===== src/rtl/pow5_root_pkg.sv =====
// Shared types and constants for the iterative fifth-root unit.
package pow5_root_pkg;

    typedef enum logic [2:0] {
        IDLE,
        SET,
        MUL,
        CMP,
        DONE
    } state_t;

    localparam int MUL_STEPS      = 4;
    localparam int CYCLES_PER_BIT = 6;

endpackage


===== src/rtl/pow5_root_step.sv =====
// Combinational step of the fifth-root bit search: trial-bit generation,
// truncating prod*trial multiply and the unsigned fit test against the radicand.
module pow5_root_step
    import pow5_root_pkg::*;
#(
    parameter int W  = 8,
    parameter int BW = (W > 1) ? $clog2(W) : 1
) (
    input  logic [W-1:0]   root_q,
    input  logic [BW-1:0]  bit_idx,
    input  logic [W-1:0]   trial,
    input  logic [5*W-1:0] prod,
    input  logic [5*W-1:0] rad_q,
    output logic [W-1:0]   trial_next,
    output logic [5*W-1:0] prod_next,
    output logic           fits
);

    always_comb begin
        trial_next = root_q | (W'(1) << bit_idx);
        // trial < 2^W, so trial^5 always fits in 5W bits and truncation loses nothing
        prod_next  = prod * {{(4*W){1'b0}}, trial};
        fits       = (prod <= rad_q);
    end

endmodule


===== src/rtl/pow5_root.sv =====
// Iterative floor fifth root of a 5W-bit radicand, MSB-first bit search.
// Define POW5_ROOT_REMAINDER_EN to add the remainder output (rad_q - root^5).
module pow5_root
    import pow5_root_pkg::*;
#(
    parameter int W = 8
) (
    input  logic           clk,
    input  logic           rst,
    input  logic           in_valid,
    output logic           in_ready,
    input  logic [5*W-1:0] radicand,
    output logic           out_valid,
    input  logic           out_ready,
    output logic [W-1:0]   root
`ifdef POW5_ROOT_REMAINDER_EN
    ,
    output logic [5*W-1:0] remainder
`endif
);

    localparam int BW = (W > 1) ? $clog2(W) : 1;
    localparam int MW = $clog2(MUL_STEPS);

    state_t         state_q, state_d;
    logic [5*W-1:0] rad_q;
    logic [W-1:0]   root_q;
    logic [W-1:0]   trial_q;
    logic [5*W-1:0] prod_q;
    logic [BW-1:0]  bit_q;
    logic [MW-1:0]  mul_cnt_q;
`ifdef POW5_ROOT_REMAINDER_EN
    logic [5*W-1:0] acc_pow_q;
`endif

    logic [W-1:0]   trial_next;
    logic [5*W-1:0] prod_next;
    logic           fits;

    pow5_root_step #(
        .W  (W),
        .BW (BW)
    ) u_step (
        .root_q     (root_q),
        .bit_idx    (bit_q),
        .trial      (trial_q),
        .prod       (prod_q),
        .rad_q      (rad_q),
        .trial_next (trial_next),
        .prod_next  (prod_next),
        .fits       (fits)
    );

    always_ff @(posedge clk or posedge rst) begin
        if (rst) begin
            state_q <= IDLE;
        end else begin
            state_q <= state_d;
        end
    end

    always_comb begin
        state_d = state_q;
        case (state_q)
            IDLE:    if (in_valid && in_ready) state_d = SET;
            SET:     state_d = MUL;
            MUL:     if (mul_cnt_q == MW'(MUL_STEPS - 1)) state_d = CMP;
            CMP:     state_d = (bit_q == '0) ? DONE : SET;
            DONE:    if (out_ready) state_d = IDLE;
            default: state_d = IDLE;
        endcase
    end

    always_ff @(posedge clk or posedge rst) begin
        if (rst) begin
            rad_q     <= '0;
            root_q    <= '0;
            trial_q   <= '0;
            prod_q    <= '0;
            bit_q     <= '0;
            mul_cnt_q <= '0;
`ifdef POW5_ROOT_REMAINDER_EN
            acc_pow_q <= '0;
`endif
        end else begin
            case (state_q)
                IDLE: begin
                    if (in_valid && in_ready) begin
                        rad_q  <= radicand;
                        root_q <= '0;
                        bit_q  <= BW'(W - 1);
`ifdef POW5_ROOT_REMAINDER_EN
                        acc_pow_q <= '0;
`endif
                    end
                end
                SET: begin
                    trial_q   <= trial_next;
                    prod_q    <= {{(4*W){1'b0}}, trial_next};
                    mul_cnt_q <= '0;
                end
                MUL: begin
                    prod_q    <= prod_next;
                    mul_cnt_q <= mul_cnt_q + MW'(1);
                end
                CMP: begin
                    // prod_q now holds trial^5; keep the bit only if it does not overshoot
                    if (fits) begin
                        root_q <= trial_q;
`ifdef POW5_ROOT_REMAINDER_EN
                        acc_pow_q <= prod_q;
`endif
                    end
                    if (bit_q != '0) bit_q <= bit_q - BW'(1);
                end
                default: ;
            endcase
        end
    end

    always_comb begin
        in_ready  = (state_q == IDLE);
        out_valid = (state_q == DONE);
        root      = out_valid ? root_q : '0;
`ifdef POW5_ROOT_REMAINDER_EN
        remainder = out_valid ? (rad_q - acc_pow_q) : '0;
`endif
    end

endmodule

===== config.mk =====
export PLATFORM = sky130hd
export DESIGN_NAME = pow5_root
export DESIGN_NICKNAME = d
export VERILOG_FILES = /design/src/rtl/pow5_root_pkg.sv /design/src/rtl/pow5_root_step.sv /design/src/rtl/pow5_root.sv
export SDC_FILE = /design/constraint.sdc
export NUM_CORES = 1
export LEC_CHECK = 0
export ABC_AREA = 1
export CAP_MARGIN = 20
export CORE_AREA = 2 2 171 207
export CTS_CLUSTER_DIAMETER = 200
export DETAILED_ROUTE_END_ITERATION = 10
export DIE_AREA = 0 0 173 209
export PLACE_DENSITY = 0.7
export SYNTH_ARGS = -nofsm -noshare
export SYNTH_HDL_FRONTEND = slang
export SYNTH_SLANG_ARGS = --single-unit

===== constraint.sdc =====
create_clock -name clk -period 4.7 [get_ports clk]
set_clock_uncertainty 0.2 [all_clocks]
set_input_delay 1.41 -clock clk [delete_from_list [all_inputs] [get_ports clk]]
set_output_delay 1.41 -clock clk [all_outputs]
set_load 0.03 [all_outputs]

* After elaboration in Yosys (flattened, before gate mapping)
Cells that the tools add are included.
Storage, ports and cells: input bits 44, register bits after elaboration 104, logic and storage cells 47
Operators by class: bitwise operators 1, magnitude comparators 1, shift operators 1, reductions and logical operators 10, add/sub/neg operators 2, $mul 1, multiplexer cells 14, equal/unequal tests 10
Operators by type and width (count):
- case mux 40 bit (2 select lines) | 1
- <= comparator 40 bit | 1
- multiplier 40 x 8 -> 40 bit | 1
- two-way mux 8 bit | 3
- two-way mux 3 bit | 6
- case mux 8 bit (2 select lines) | 1
- case mux 3 bit (5 select lines) | 1
- AND reduction 3 bit | 3
- OR 8 bit | 1
- left shift 1 x 3 -> 8 bit (first input constant) | 1
- == test 3 x 2 -> 1 bit (second input constant) | 2
- logical NOT 3 bit | 2
- != test 2 bit (second input constant) | 3
- case mux 3 bit (2 select lines) | 1
- != test 2 x 1 -> 1 bit (second input constant) | 2
- case mux 2 bit (2 select lines) | 1
- nonzero test 2 bit | 2
- == test 3 x 1 -> 1 bit (second input constant) | 1
- == test 3 bit (second input constant) | 1
- nonzero test 3 bit | 1
- subtractor 3 x 1 -> 3 bit (second input constant) | 1
- adder 2 x 1 -> 2 bit (second input constant) | 1
- == test 2 bit (second input constant) | 1
- AND reduction 2 bit | 1
- logical AND 1 bit | 1

* Logic depth before layout (Yosys ltp)
Gate-level depths: netlist of the first run.
depth after elaboration 4, gate-level depth with buffers 27

* Cells and area by module
From an unflattened synthesis of the first run, not the netlist that was laid out.
Unflattened totals: cell total of the unflattened synthesis 2230, area, all modules 15429.8 um^2
By module, submodules not included:
- pow5_root_step | area each 11109.4 um^2, times used 1, seq. area each 0.0 um^2, cells an instance 1733
- pow5_root | area each 4320.4 um^2, times used 1, seq. area each 2602.5 um^2, cells an instance 497

* Least setup slack after synthesis of the first run
No wires, ideal clock.
path kind flip-flop to flip-flop, start point register trial_q[3], end point register prod_q[20], slack 0.087 ns, arrival time 4.337 ns, cell stages (with the launch flop) 23, library setup time 0.076 ns, path through dfrtp_1 > clkbuf_1 > buf_1 > nand2_1 > inv_1 > fa_1 > fa_1 > fa_1 > inv_1 > fa_1 > inv_1 > ha_1 > nand2_2 > inv_1 > a21oi_2 > nor2_1 > nor2_1 > nand2_2 > nand2_1 > nand2_1 > nand2_1 > nand2_1 > o21ai_1
On the way: longest elaborated chain between the ends 2
Ends and longest elaborated chain:
- start: declaration | RTL line pow5_root.sv:28 | logic [W-1:0] trial_q;
- start signal: assignment | RTL line pow5_root.sv:98 | trial_q <= trial_next;
- multiplier 40 x 8 -> 40 bit | RTL line pow5_root_step.sv:22 | prod_next = prod * {{(4*W){1'b0}}, trial};
- case mux 40 bit (2 select lines) | RTL line pow5_root.sv:86 | case (state_q)
- end signal: assignment | RTL line pow5_root.sv:99 | prod_q <= {{(4*W){1'b0}}, trial_next};
- end signal: assignment | RTL line pow5_root.sv:103 | prod_q <= prod_next;
- end: declaration | RTL line pow5_root.sv:29 | logic [5*W-1:0] prod_q;
Every way passes these cells. A chain may end at the register's enable or synchronous reset.

* Final worst setup path of the first run
start point register trial_q[3], end point register prod_q[36]
The elaborated chain is that of the path after synthesis.

==> results of run 1 <==
[cell families after synthesis]
family                     share of synthesized area [%]
AOI/OAI and AO/OA                                   6.18
xor gates and xnor gates                           0.230
adders and majority gates                           34.6
buffers and inverters                               16.3
DFF                                                 17.1
muxes                                             0.0740
and+or+nand+nor                                     25.6
[power groups by stage]
stage          combinational, mW  sequential [mW]  clock, mW
3_3_place_gp                4.78             1.69          0
5_1_grt                     6.48             1.72      0.820
2_1_floorplan               3.35             1.39          0
3_5_place_dp                4.88             1.69          0
6_report                    5.86             1.68      0.775
4_1_cts                     5.23             1.67      0.786
[metal layers]
| metal | vias to the layer above | share of wire [%] |
|---|---|---|
| met1 | 6833 | 39 |
| met3 | 110 | 4.9 |
| met5 | - | 0 |
| li1 | 6618 | - |
| met2 | 398 | 51 |
| met4 | 0 | 4.9 |
[final timing paths]
kind	start	to	slack, ns	depth (start not counted)
max	trial_q[3]	prod_q[36]	-0.13	20
min	root_q[7]	root_q[7]	0.27	2
max reg2reg	trial_q[3]	prod_q[36]	-0.13	20
min reg2reg	root_q[7]	root_q[7]	0.27	2
max in group asynchronous	rst	prod_q[22]	2.46	3
min in group asynchronous	rst	rad_q[1]	1.33	3
[metrics by stage]
| step | cell area [um^2] | hold slack, ns | instances |
|---|---|---|---|
| 2_1_floorplan | 15200 | 0.242 | 2175 |
| 3_3_place_gp | 17200 | 0.255 | 2748 |
| 3_5_place_dp | 17200 | 0.259 | 2748 |
| 4_1_cts | 17800 | 0.278 | 2776 |
| 5_1_grt | 18700 | 0.289 | 2794 |
| 6_report | 18700 | 0.272 | 2794 |
[layout make-up]
| cell class | count | area share (%) |
|---|---|---|
| clock buffers | 10 | 1.22 |
| clock inverters | 6 | 0.267 |
| inverters | 569 | 11.4 |
| multi-input cells | 1419 | 59.1 |
| flip-flops and latches | 104 | 14.0 |
| well taps | 462 | 3.09 |
| repair buffers | 224 | 10.9 |
[worst reg2reg max path, stage by stage, from the launching register on]
cell and delay (ns):
dfrtp_2 0.50, buf_12 0.18, buf_4 0.14, nand2_2 0.06, inv_2 0.04, fa_1 0.48, fa_2 0.67, fa_1 0.49
fa_2 0.51, ha_4 0.30, buf_6 0.11, nand2_4 0.07, inv_2 0.08, nand2_2 0.07, buf_6 0.14, nor3b_4 0.27
nand3_2 0.16, nand3_2 0.09, nand2_1 0.06, nand3_2 0.07, nand2_1 0.06
[state kept, by name (all words and copies together) (netlist names)]
signal / cells
bit_q: 3
rad_q: 40
trial_q: 8
mul_cnt_q: 2
root_q: 8
state_q: 3
prod_q: 40
[cells in the final DEF, fill, tap and decap left out, types with 7 or more instances in the layout]
master,synthesis,routed
nand2_1,668,630
inv_1,561,538
fa_1,204,197
buf_4,0,148
nor2_1,135,111
dfrtp_1,104,91
a21oi_1,100,78
ha_1,94,64
nand3_1,75,59
clkdlybuf4s50_1,0,53
nand2_2,13,40
o21ai_0,35,27
ha_4,0,27
inv_2,5,26
a21oi_2,3,23
nor2_2,8,20
nand3_2,3,17
o21ai_1,13,17
nand2_4,3,14
nor2_4,2,14
buf_12,0,14
dfrtp_2,0,13
nand3b_1,10,10
clkbuf_16,0,10
fa_2,0,7
buf_6,2,7
[synth_stat cells, types with 3 or more instances]
| cell type | instances |
|---|---|
| a21o_1 | 5 |
| a21oi_1 | 100 |
| a21oi_2 | 3 |
| buf_1 | 16 |
| buf_2 | 12 |
| clkbuf_1 | 53 |
| dfrtp_1 | 104 |
| fa_1 | 204 |
| ha_1 | 94 |
| inv_1 | 561 |
| inv_2 | 5 |
| nand2_1 | 668 |
| nand2_2 | 13 |
| nand2_4 | 3 |
| nand3_1 | 75 |
| nand3_2 | 3 |
| nand3b_1 | 10 |
| nand4_1 | 5 |
| nor2_1 | 135 |
| nor2_2 | 8 |
| nor3_1 | 8 |
| nor3_2 | 4 |
| nor3b_2 | 3 |
| o21ai_0 | 35 |
| o21ai_1 | 13 |
| o21bai_1 | 7 |
| xnor2_1 | 3 |
[what timing repair did]
action                                  in CTS  in global routing
pin swaps                                   13                 70
endpoints found under the setup margin      21                 28
gates cloned                                 0                  1
resized for setup                           52                192
setup buffers                               12                 18
==> impl_metrics.ini, run 1 <==
[outcome]
status = complete, but fails checks
failed_checks = negative setup slack

[worst_setup_path]
crit_family = adder cells
crit_type = flop to flop
cp.arrival_ns = 4.90
cp.required_ns = 4.77
critical-path-max-stage-delay_ns = 0.67
worstPathMaxFanout = 8
startpoint_type = flop
crit_top_cell = nand3_2
cp-end-kind = flop
cp_slowest_cell = fa_2
crit_chain = buf_12 > buf_4 > nand2_2 > inv_2 > fa_1 > fa_2 > fa_1 > fa_2 > ha_4 > buf_6 > nand2_4 > inv_2 > nand2_2 > buf_6 > nor3b_4 > nand3_2 > nand3_2 > nand2_1 > nand3_2 > nand2_1
worst-path-buf-inv = 6

[floorplanning]
die_w_um = 173
core_um2 = 34300
dieArea_um2 = 36200
start_util_pct = 44.3
io_pins = 54
rows = 75
die_height_um = 209

[power]
pwr-share-clk_pct = 9.3
switching_power_mw = 4.26
p_comb_share_pct = 70.5
ir_drop_v = 0.000387
cellLeakagePower_nw = 11.6
power_mw = 8.32
intPower_mw = 4.06
pwr-share-seq_pct = 20.2
switching_share_pct = 51.2
cellPowerDensity_nw_per_um2 = 444

[clocking]
ctsHoldBuffers = 0
cts_sinks = 104
cts_buffer_depth = 2
clkSlewWorstSetupHoldPaths_ns = 0.08
cts-root-buf = clkbuf_16
cts_tree = yes
ctsHtreeMaxLevel = 3
cts_buffers = 9
clk_latency_ns = 0.38

[synthesis]
yosys-top-cells-area = fa_1, dfrtp_1, nand2_1
synth_top_area_share_pct = 26.8
yosys.area.top_type = fa_1
synthArstFlopShare_pct = 100
netlist-cell-type-count = 45
synth_ff_type = dfrtp_1
synth.net_count = 2517
synth_edf_count = 0
seq_area_frac_synth_pct = 17.1
avgSynthCellArea_um2 = 7.00
synth_cells = 2175
synth-seq-cells = 104
yosysWarningCount = 0
synthesis.area_um2 = 15200

[global_routing]
grt_use_met1_pct = 29.4
grt_pass1_vias = 14500
gr-total-overflow = 0
grt_antenna_before_repair = 0
met2_usage_pct = 45.2
grt-busiest-layer = met2
met3_usage_pct = 2.60
grt_pass1_wl_um = 71600
grt_max_degree = 105
track_usage_pct = 24.9

[detailed_routing]
drc = 0
wl_um = 44200
wire_per_inst_um = 15.8
via_per_inst = 5.00
ant_nets = 0
num_vias = 14000
drt_iter0_markers = 889
drtPass1Iterations = 6

[job]
maxCapViolCount = 0

[cells_and_area]
final_core_util_pct = 54.5
multi_input_area_um2 = 11100
seqCellArea_um2 = 2620
fin_nets = 2669
diodes = 0
drive_gt1_share_pct = 18.2
fillers = 3163
area_growth_pct = 23.0

[placement]
place_hpwl_um = 34900
place_ws_ns = -0.280
routabilityCongestion = 1.09
numPortBuffers = 53

[timing]
fin_crit_ns = 4.83
grt_setup_unrepaired = yes
finalHoldViolCount = 0
fmax_mhz = 207
maxSlewViolCount = 0
relSlewSlack_pct = 40.7
fin_setup_tns_ns = -0.244
setup_viol = 4
tightest_slew_ns = 0.889
setup_ws_ns = -0.132
period_share_pct = 103

[hold_path]
hold_class = flop to flop
Note: power is estimated with default switching activity, not from simulation.
==> inputs of run 2 (changes only) <==
Settings changed: CORE_AREA 2 2 171 207 to 2 2 241 148, CTS_CLUSTER_DIAMETER 200 to not set, DIE_AREA 0 0 173 209 to 0 0 243 150, SLEW_MARGIN set to 20.
==> run 2 against run 1 <==
  * The run still ends with negative setup slack left
  * Via count grew 1.6%
  * Critical path depth grew 2
  * Largest cell class unchanged
  * Sequential share of layout area shrank 0.12 points
  * Sequential cell count is the same
==> impl_metrics.ini, run 2 (synthesis gave the netlist of run 1 again) <==
[outcome]
status = complete, but fails checks
failed_checks = negative setup slack

[hold_path]
whs_endpoint = root_q[1]
holdCritStartpoint = root_q[1]
whs_path_depth = 2
hold_class = flop to flop

[worst_setup_path]
rr_endpoint = prod_q[24]
r2r_setup_slack_ns = -0.05
startpoint_type = flop
rr_worst_depth = 22
worstPathMaxFanout = 12
cp.arrival_ns = 4.85
crit_type = flop to flop
critical-path-max-stage-delay_ns = 0.54
cp.required_ns = 4.80
cp_slowest_cell = fa_1
crit_chain = buf_12 > clkbuf_16 > nand2_1 > inv_1 > fa_1 > fa_2 > fa_1 > inv_1 > fa_1 > inv_1 > ha_4 > nand2_1 > nand2_1 > nand2_1 > nand3_2 > buf_4 > inv_1 > nand2_1 > nand3b_1 > nand2_1 > nand2_1 > o21ai_2
cp-end-kind = flop
r2r-start = trial_q[6]
crit_top_cell = nand2_1

[global_routing]
grt_antenna_before_repair = 1
track_usage_pct = 26.5
gr-total-overflow = 0
met2_usage_pct = 38.9
grt_pass1_vias = 14000
grt_use_met1_pct = 39.1
grt_max_degree = 66
grt-busiest-layer = met1
met3_usage_pct = 6.96
grt_pass1_wl_um = 74800

[placement]
place_hpwl_um = 37600
place_ws_ns = -0.136
placed_area_um2 = 17400
routabilityCongestion = 0.999
numPortBuffers = 53

[floorplanning]
io_pins = 54
die_height_um = 150
start_util_pct = 44.3
die_w_um = 243
rows = 53
core_um2 = 34400
dieArea_um2 = 36500

[clocking]
clkSlewWorstSetupHoldPaths_ns = 0.08
cts_tree = yes
cts-root-buf = clkbuf_16
clk_latency_ns = 0.38
cts_buffer_depth = 2
ctsHtreeMaxLevel = 3
cts_sinks = 104
cts_buffers = 9

[timing]
period_share_pct = 101
setup_viol = 1
fin_crit_ns = 4.75
setup_ws_ns = -0.0545
maxSlewViolCount = 0
fmax_mhz = 210
relSlewSlack_pct = 37.9
finalHoldViolCount = 0
tightest_slew_ns = 0.932
grt_setup_unrepaired = yes

[cells_and_area]
area_growth_pct = 24.0
multi_input_area_um2 = 11100
drive_gt1_share_pct = 18.2
fin_nets = 2679
seqCellArea_um2 = 2620
reg_top3 = prod_q: 40 flops, rad_q: 40 flops
final_cell_mix = nand2_1, inv_1, fa_1
diodes = 0
layout_commonest_cell = nand2_1
finalInstanceArea_um2 = 18900
fillers = 3185

[detailed_routing]
drt_iter0_markers = 1229
drtPass1Iterations = 8
drc = 0
via_per_inst = 5.05
ant_nets = 0
wl_um = 48900
wire_per_inst_um = 17.4
num_vias = 14200

[power]
cellLeakagePower_nw = 11.7
ir_drop_v = 0.000292
cellPowerDensity_nw_per_um2 = 461

[job]
maxCapViolCount = 0
[run 2: where the power goes]
group	internal (mW)	switching [mW]	leakage, nW	total [mW]
Clock	0.363	0.394	0.129	0.757
Combinational	2.51	3.74	10.3	6.25
Sequential	1.25	0.445	1.26	1.70
[run 2: critical path, delay by kind of cell (launching register included)]
| family | cells | cell delay [ns] |
|---|---|---|
| adders and majority gates | 5 | 2.21 |
| and+or+nand+nor | 9 | 0.96 |
| DFF | 1 | 0.45 |
| buffers and inverters | 7 | 0.68 |
| AOI/OAI and AO/OA | 1 | 0.18 |
[run 2: how the worst max path moves through the flow]
stage                     startpoint         end  slack [ns]
after global placement    trial_q[2]  prod_q[36]       -0.12
after floorplan           trial_q[3]  prod_q[20]        0.09
after global routing      trial_q[5]  prod_q[26]       -0.16
final                     trial_q[6]  prod_q[24]       -0.05
after CTS                 trial_q[5]  prod_q[31]     0.00006
after detailed placement  trial_q[2]  prod_q[36]       -0.14
[run 2: layer usage]
layer  share of wire, %  routed length, um
met3                 12               5860
met2                 42              20400
met1                 45              21800
met4                1.5                750
met5               0.19                 91
[run 2: repair_timing]
action	4_1_cts	5_1_grt
endpoints found under the hold margin	0	0
gates resized for setup	24	223
pin swaps	3	51
hold buffers	0	0
setup endpoints to repair	9	32
buffers inserted	1	16
cloned	0	5
[run 2: layout make-up]
| cell class | count | share of cell area (%) |
|---|---|---|
| Multi-Input combinational cell | 1419 | 58.6 |
| Sequential cell | 104 | 13.9 |
| Timing Repair Buffer | 234 | 11.6 |
| Inverter | 569 | 11.4 |
| Tap cell | 467 | 3.10 |
| Clock buffer | 10 | 1.21 |
| Clock inverter | 6 | 0.225 |
[run 2: through the flow]
stage          hold WS, ns  instances  TNS [ns]  power [mW]  util [%]
3_5_place_dp         0.259       2771    -0.453        6.79      50.5
4_1_cts              0.277       2788         0        7.65      51.7
2_1_floorplan        0.242       2175         0        4.74         -
5_1_grt              0.320       2809     -2.46        9.36      55.0
6_report             0.276       2809   -0.0545        8.70      55.0
3_3_place_gp         0.257       2771    -0.276        6.63      50.5
